<file path="src/rtl/uart_pkg.sv">
// Shared UART definitions: frame constants, receiver state encoding and
// the baud divider helper used by both the transmitter and the receiver.
package uart_pkg;

   localparam int   UART_DATA_BITS = 8;
   localparam logic UART_IDLE      = 1'b1;

   typedef enum logic [2:0] {
      RX_IDLE,
      RX_START,
      RX_DATA,
      RX_STOP,
      RX_WAIT_IDLE
   } uart_rx_state_t;

   // Clocks per bit minus one; the bit period is uart_divider()+1 clocks.
   function automatic int uart_divider(input int clock_rate, input int baud);
      return clock_rate / baud;
   endfunction

endpackage

</file>
<file path="src/rtl/sync_2ff.sv">
// Two-flop synchroniser for signals crossing into the clk domain.
module sync_2ff #(
   parameter int               Width      = 1,
   parameter logic [Width-1:0] ResetValue = '0
) (
   input  logic             clk,
   input  logic             nrst,
   input  logic [Width-1:0] d_i,
   output logic [Width-1:0] q_o
);

   logic [Width-1:0] meta_q;
   logic [Width-1:0] sync_q;

   // NOTE: sequential state uses non-blocking assignments only, so every
   // flop samples the pre-edge value of its neighbour.
   always_ff @(posedge clk or negedge nrst) begin
      if (!nrst) begin
         meta_q <= ResetValue;
         sync_q <= ResetValue;
      end else begin
         meta_q <= d_i;
         sync_q <= meta_q;
      end
   end

   assign q_o = sync_q;

endmodule

</file>
<file path="src/rtl/uartrx.sv">
// UART receiver: samples 8N1/8N2 frames mid-bit and hands bytes to a
// valid/ack consumer, flagging framing errors and overruns.
module uartrx
   import uart_pkg::*;
#(
   parameter int Baud      = 10_000_000,
   parameter int ClockRate = 50_000_000
) (
   input  logic       clk,
   input  logic       nrst,
   input  logic       rx,
   output logic [7:0] rx_data,
   output logic       rx_valid,
   input  logic       rx_ack,
   output logic       frame_err,
   output logic       overrun
);

   localparam int              RxDivider = uart_divider(ClockRate, Baud);
   localparam int              CntW      = $clog2(RxDivider + 1);
   localparam logic [CntW-1:0] HalfLoad  = CntW'(RxDivider / 2);
   localparam logic [CntW-1:0] FullLoad  = CntW'(RxDivider);
   localparam logic [2:0]      LastIdx   = 3'(UART_DATA_BITS - 1);

   generate
      if (RxDivider < 3) begin : g_divider_check
         $error("uartrx: ClockRate/Baud must be at least 3");
      end
   endgenerate

   uart_rx_state_t  state_q, state_d;
   logic [CntW-1:0] cnt_q, cnt_d;
   logic [2:0]      idx_q, idx_d;
   logic [7:0]      shift_q, shift_d;
   logic [7:0]      data_q, data_d;
   logic            valid_q, valid_d;
   logic            ferr_q, ferr_d;
   logic            ovr_q, ovr_d;
   logic            rx_prev_q;
   logic            rx_s;
   logic            sample;

   sync_2ff #(
      .Width      (1),
      .ResetValue (UART_IDLE)
   ) u_rx_sync (
      .clk  (clk),
      .nrst (nrst),
      .d_i  (rx),
      .q_o  (rx_s)
   );

   assign sample = (cnt_q == '0);

   // NOTE: every signal driven here gets a default first, so no path through
   // the case statement can leave a latch behind.
   always_comb begin
      state_d = state_q;
      cnt_d   = cnt_q;
      idx_d   = idx_q;
      shift_d = shift_q;
      data_d  = data_q;
      valid_d = valid_q;
      ferr_d  = 1'b0;
      ovr_d   = ovr_q;

      if (rx_ack && valid_q) begin
         valid_d = 1'b0;
         ovr_d   = 1'b0;
      end

      if (state_q inside {RX_START, RX_DATA, RX_STOP}) begin
         cnt_d = sample ? FullLoad : cnt_q - 1'b1;
      end

      unique case (state_q)
         RX_IDLE: begin
            if (rx_prev_q && !rx_s) begin
               cnt_d   = HalfLoad;
               state_d = RX_START;
            end
         end
         RX_START: begin
            if (sample) begin
               idx_d   = '0;
               state_d = rx_s ? RX_IDLE : RX_DATA;
            end
         end
         RX_DATA: begin
            if (sample) begin
               shift_d[idx_q] = rx_s;
               idx_d          = idx_q + 1'b1;
               if (idx_q == LastIdx) state_d = RX_STOP;
            end
         end
         RX_STOP: begin
            if (sample) begin
               if (rx_s) begin
                  // Ack in the commit cycle has already cleared the old byte.
                  data_d  = shift_q;
                  valid_d = 1'b1;
                  if (valid_q && !rx_ack) ovr_d = 1'b1;
                  state_d = RX_IDLE;
               end else begin
                  ferr_d  = 1'b1;
                  state_d = RX_WAIT_IDLE;
               end
            end
         end
         RX_WAIT_IDLE: begin
            if (rx_s) state_d = RX_IDLE;
         end
         default: state_d = RX_IDLE;
      endcase
   end

   always_ff @(posedge clk or negedge nrst) begin
      if (!nrst) begin
         state_q   <= RX_IDLE;
         cnt_q     <= '0;
         idx_q     <= '0;
         shift_q   <= '0;
         data_q    <= '0;
         valid_q   <= 1'b0;
         ferr_q    <= 1'b0;
         ovr_q     <= 1'b0;
         rx_prev_q <= UART_IDLE;
      end else begin
         state_q   <= state_d;
         cnt_q     <= cnt_d;
         idx_q     <= idx_d;
         shift_q   <= shift_d;
         data_q    <= data_d;
         valid_q   <= valid_d;
         ferr_q    <= ferr_d;
         ovr_q     <= ovr_d;
         rx_prev_q <= rx_s;
      end
   end

   assign rx_data   = data_q;
   assign rx_valid  = valid_q;
   assign frame_err = ferr_q;
   assign overrun   = ovr_q;

endmodule

</file>
<file path="config.mk">
export PLATFORM = sky130hd
export DESIGN_NAME = uartrx
export DESIGN_NICKNAME = d
export VERILOG_FILES = /design/src/rtl/uart_pkg.sv /design/src/rtl/sync_2ff.sv /design/src/rtl/uartrx.sv
export SDC_FILE = /design/constraint.sdc
export NUM_CORES = 1
export LEC_CHECK = 0
export ABC_AREA = 1
export CAP_MARGIN = 20
export CELL_PAD_IN_SITES_DETAIL_PLACEMENT = 1
export CELL_PAD_IN_SITES_GLOBAL_PLACEMENT = 2
export CORE_UTILIZATION = 34
export DETAILED_ROUTE_END_ITERATION = 10
export GPL_ROUTABILITY_DRIVEN = 0
export PLACE_DENSITY = 0.88
export SLEW_MARGIN = 5
export SYNTH_ARGS = -nofsm -noshare
export SYNTH_HDL_FRONTEND = slang
export SYNTH_SLANG_ARGS = --single-unit
</file>
<file path="constraint.sdc">
create_clock -name clk -period 1.7 [get_ports clk]
set_input_delay 0.34 -clock clk [delete_from_list [all_inputs] [get_ports clk]]
set_output_delay 0.34 -clock clk [all_outputs]
set_load 0.005 [all_outputs]
</file>
**After elaboration in Yosys (flattened, before gate mapping)**

Cells that the tools add are included.

- $add $sub $neg: 2
- Order comparisons: 2
- Equality and inequality tests: 11
- Mux-type cells: 31
- Reductions and logical operators: 14

Operators with widths:

| kind | count |
|---|---|
| 2-to-1 mux 3 bit | 13 |
| case mux 3 bit (5 select lines) | 1 |
| 2-to-1 mux 1 bit | 13 |
| bitwise mux 8 bit | 1 |
| != test 2 bit (second input constant) | 4 |
| == test 3 x 2 -> 1 bit (second input constant) | 2 |
| == test 3 bit (second input constant) | 2 |
| zero test 3 bit | 2 |
| case mux 3 bit (2 select lines) | 1 |
| AND reduction 3 bit | 2 |
| AND reduction 6 bit | 1 |
| logical AND 1 bit | 4 |
| less-than comparator 3 x 4 -> 1 bit (second input constant) | 1 |
| != test 2 x 1 -> 1 bit (second input constant) | 2 |
| adder 3 x 1 -> 3 bit (second input constant) | 1 |
| demux 1 bit (select 3 bit) | 1 |
| == test 3 x 1 -> 1 bit (second input constant) | 1 |
| greater-or-equal comparator 3 x 1 -> 1 bit (second input constant) | 1 |
| nonzero test 3 bit | 1 |
| subtractor 3 x 1 -> 3 bit (second input constant) | 1 |
| zero test 1 bit | 2 |
| 2-to-1 mux 2 bit | 1 |
| AND reduction 2 bit | 1 |
| nonzero test 2 bit | 1 |

- Bits in registers: 31
- Input bits: 4
- Output and inout bits: 11

**Logic depth before layout (Yosys ltp)**

- Depth in word-level cells: 6
- Mapped depth: 8
- Mapped depth without buffers: 7

**Modules after synthesis**

From an unflattened synthesis, not the netlist that was laid out.

- Cells, all modules: 157
- Area, all modules: 1402.6 sq um

Modules (own cells, without submodules):

| module | instances | cells each | area an instance (sq um) | sequential area each (sq um) |
|---|---|---|---|---|
| uartrx | 1 | 155 | 1350.0 | 726.9 |
| sync_2ff | 1 | 2 | 52.6 | 52.6 |

**Least setup slack after synthesis**

No wires, ideal clock.

- Path kind: register to register
- Start point: register u_rx_sync.sync_q (netlist: u_rx_sync.q_o)
- End point: register state_q[1]
- Setup time: 0.118 ns
- Data arrival time: 1.108 ns
- Path slack: 0.474 ns
- Stages on the path, launching flop included: 9
- Buffers on the path: 1
- Period minus slack after synthesis: 1.226 ns
- Cell sequence: dfstp_2 -> buf_2 -> nand2_1 -> nand2_1 -> inv_1 -> nand2_1 -> nand3_1 -> nand2_1 -> nand2_1

- Cells in the longest elaborated chain, start to end: 4
- Elaborated cells between the ends (all ways): 8

RTL lines:

| item | line | source |
|---|---|---|
| from (decl) | sync_2ff.sv:13 | `logic [Width-1:0] sync_q;` |
| from (signal assigned) | sync_2ff.sv:20 | `sync_q <= ResetValue;` |
| from (signal assigned) | sync_2ff.sv:23 | `sync_q <= meta_q;` |
| zero test 1 bit | uartrx.sv:78 | `if (rx_prev_q && !rx_s) begin` |
| logical AND 1 bit | uartrx.sv:78 |  |
| != test 2 bit (no line) | -- |  |
| AND reduction 6 bit (no line) | -- |  |
| to (signal assigned) | uartrx.sv:129 | `state_q <= state_d;` |
| to (decl) | uartrx.sv:31 | `uart_rx_state_t state_q, state_d;` |

Parallel ways exist; a longest one is shown, timed or not. The select of a mux whose other input is x is not followed.
A chain may end at the register's enable or synchronous reset.

**Final worst setup path**

- Start point: register valid_q (netlist: rx_valid)
- End point: output port rx_valid

RTL lines:

| item | line | source |
|---|---|---|
| from (decl) | uartrx.sv:36 | `logic valid_q, valid_d;` |
| from (signal assigned) | uartrx.sv:134 | `valid_q <= valid_d;` |
| to (decl) | uartrx.sv:13 | `output logic rx_valid,` |

No word-level cell between the ends.

==> run_results.csv <==
group,metric,value,unit
cts,cts_tree,"done",
sta,drv_slew,0,
drt,route.detailed.drc,0,
sta,clock.fmax,639.1,MHz
drt,wirelength,3.175,mm
synthesis,ys_top_cells_by_count,"nand2_1 (51), dfrtp_1 (28), nand3_1 (18), inv_1 (15), nand4_1 (14)",
cts,postCtsSetupBuffers,0,
synthesis,synth_edf_count,0,
synthesis,syn_avg_cell_area,8.922,um2
setup_path,crit_type,"reg -> out",
cts,numCtsBuffers,5,
die,start_util,36.42,%
die,die_w,68.40,um
drt,via_count,1179,
cts,clock_latency,0.28,ns
sta,worstMarginPinSlew,0.4043,ns
sta,tns,0,ns
sta,finClkSkew,0.005883,ns
final_layout,nets,193,
sta,whs,0.3584,ns
drt,wl_met1,1.506,mm
cts,cts_hold_buf,0,
drt,dr_wl_met3,108,um
final_layout,drive_gt1_share,13.30,%
setup_path,crit_buf_inv,1,
grt,grt_usage,16.16,%
setup_path,max_stage_delay,0.53,ns
cts,path_clk_slew,0.06,ns
setup_path,r2r_cells,6,
cts,numClockSinks,31,
worst_hold_path,holdPathEnd,"u_rx_sync.q_o",
worst_hold_path,worstHoldStart,"u_rx_sync.meta_q",
setup_path,required,1.36,ns
setup_path,r2r_slack,0.25,ns
synthesis,ys.flop_type,"dfrtp_1",
setup_path,worstSetupEndpointType,"primary output",
final_layout,final_core_util,43.36,%
setup_path,cp.arrival,1.22,ns
synthesis,synth.most_common_cell,"nand2_1",
die,rows,23,
grt,grt_start_max_net_pins,32,
cts,root_buffer,"clkbuf_8",
sta,finalCritPeriodShare,92.04,%
cts,ctsResizeCount,0,
drt,highest_layer,"met4",
synthesis,synth.top_cell.area_share,46.74,%
synthesis,ys_seq_area_share,52.00,%
grt,grt_pass1_wl,5.368,mm
worst_hold_path,holdPathStages,0,
synthesis,syn_inst,168,
drt,wl_per_cell,13.34,um
setup_path,worstPathCellList,"clkdlybuf4s50_1",
placed_design,dpl.hpwl,2.346,mm
drt,ant_nets,0,
synthesis,yosys.area.top_type,"dfrtp_1",
setup_path,regToRegEndpoint,"state_q[1]",
synthesis,yosys_register_bits,31,
cts,clock_path_buffers,2,
drt,wl_met2,1.501,mm
synthesis,async_flop_share,100.0,%
drt,drt_iter0_drc,88,
final_layout,n_antenna_cell,0,
worst_hold_path,hp-class,"reg -> reg",
grt,grt_antenna_before_repair,0,
die,die_h,68.40,um
placed_design,io_buffers,14,
grt,grt.overflow.total,0,
setup_path,cpLargestDelayFamily,"buffers and inverters",
setup_path,r2r-start,"state_q[1]",
final_layout,n_fill_cell,490,
sta,relSlewSlack,73.05,%
sta,min_period,1.565,ns
setup_path,startpoint_type,"flop",
synthesis,synthTopCellsByArea,"dfrtp_1 (47%), nand2_1 (13%), nand3_1 (6.0%)",
synthesis,yosysUniqueCellTypes,22,
cts,htreeDepth,2,
power_and_ir_drop,power.total,2.438,mW
die,dieArea,0.004678,mm2
setup_path,slowest_stage,"clkdlybuf4s50_1",
die,core-area,0.004115,mm2
power_and_ir_drop,ir_worst_vdd,623.8,uV
die,io_pins,15,
power_and_ir_drop,leakagePower,0.9426,nW
sta,setup_viol,0,
synthesis,yosysWarnings,0,
final_layout,area_growth,19.03,%
drt,firstDrtPassIters,4,
sta,rsz0062_at_grt,"no",
synthesis,syn-num-nets,174,
power_and_ir_drop,powerDensity,1367,mW/mm2
sta,hold_viol,0,
drt,vias_per_cell,4.954,
setup_path,critPathMaxFanout,4,
synthesis,syn_area,0.001499,mm2
run,cap_viol_max_count,0,
grt,grt_pass1_vias,1160,
outcome,status,"finished clean",
sequential cells by signal, indices dropped and copies added, names as in the netlist, named ones only:
name / flops
cnt_q: 3
frame_err: 1
idx_q: 3
rx_data: 8
rx_prev_q: 1
rx_valid: 1
shift_q: 8
state_q: 3
u_rx_sync.meta_q: 1
u_rx_sync.q_o: 1
worst reg2reg max path, cell delays in order (launching register included):
cell	delay, ns
dfrtp_1	0.58
nor2_2	0.11
nor2_1	0.28
nand2_1	0.15
nand3_1	0.13
nand2_1	0.06
nand2_1	0.08
logic make-up (layout without fill, tap and decap cells):
kind of cell	after synthesis	in the layout	synth area share (%)
flops	31	31	52.00
compound gates	14	14	5.176
fa+ha+maj	2	2	1.669
simple gates	101	101	34.97
buf+inv	20	40	6.176
worst max-delay path by stage:
stage / startpoint / to / slack [ns] / cells past startpoint
after floorplan: u_rx_sync.q_o / state_q[1] / 0.47 / 8
after global placement: u_rx_sync.q_o / flop / 0.28 / 4
after detailed placement: u_rx_sync.q_o / flop / 0.27 / 4
after CTS: rx_valid / rx_valid / 0.11 / 1
after global routing: rx_valid / rx_valid / 0.05 / 1
final: rx_valid / rx_valid / 0.14 / 1
metrics by stage:
step | cells | cell area [um2] | worst slack (ns)
after CTS | 238 | 1784 | 0.1119
after global placement | 230 | 1684 | 0.2805
after detailed placement | 230 | 1684 | 0.2718
final | 238 | 1784 | 0.1353
after global routing | 238 | 1784 | 0.05468
after floorplan | 168 | 1499 | 0.4740
layout by cell type (no fill, tap or decap), drive strengths merged:
master	instances
nand2	55
o22ai	1
ha	2
clkbuf	8
nor2	12
nand3b	1
buf	2
dfstp	3
clkdlybuf4s50	14
nand3	19
a21boi	1
dfrtp	28
nand4	14
inv	16
o21ai	12
power by group:
group          internal [mW]  total (mW)  switching (mW)
Sequential             0.872        1.01           0.138
Clock                  0.369       0.630           0.261
Combinational          0.269       0.798           0.529
final cells by class:
type	count	area [um2]	share of cell area, %
Multi-Input combinational cell	117	626.9	35.13
Clock buffer	8	100.1	5.610
Inverter	16	60.06	3.366
Tap cell	50	62.56	3.506
Timing Repair Buffer	16	155.1	8.696
Sequential cell	31	779.5	43.69
metal layers:
| metal | GRT usage (%) | up-vias |
|---|---|---|
| met4 | 7.813 | 0 |
| met5 | 0 | - |
| li1 | - | 590 |
| met3 | 5.500 | 6 |
| met1 | 19.65 | 568 |
| met2 | 25.37 | 15 |
Power figures use the tool's default switching activity.
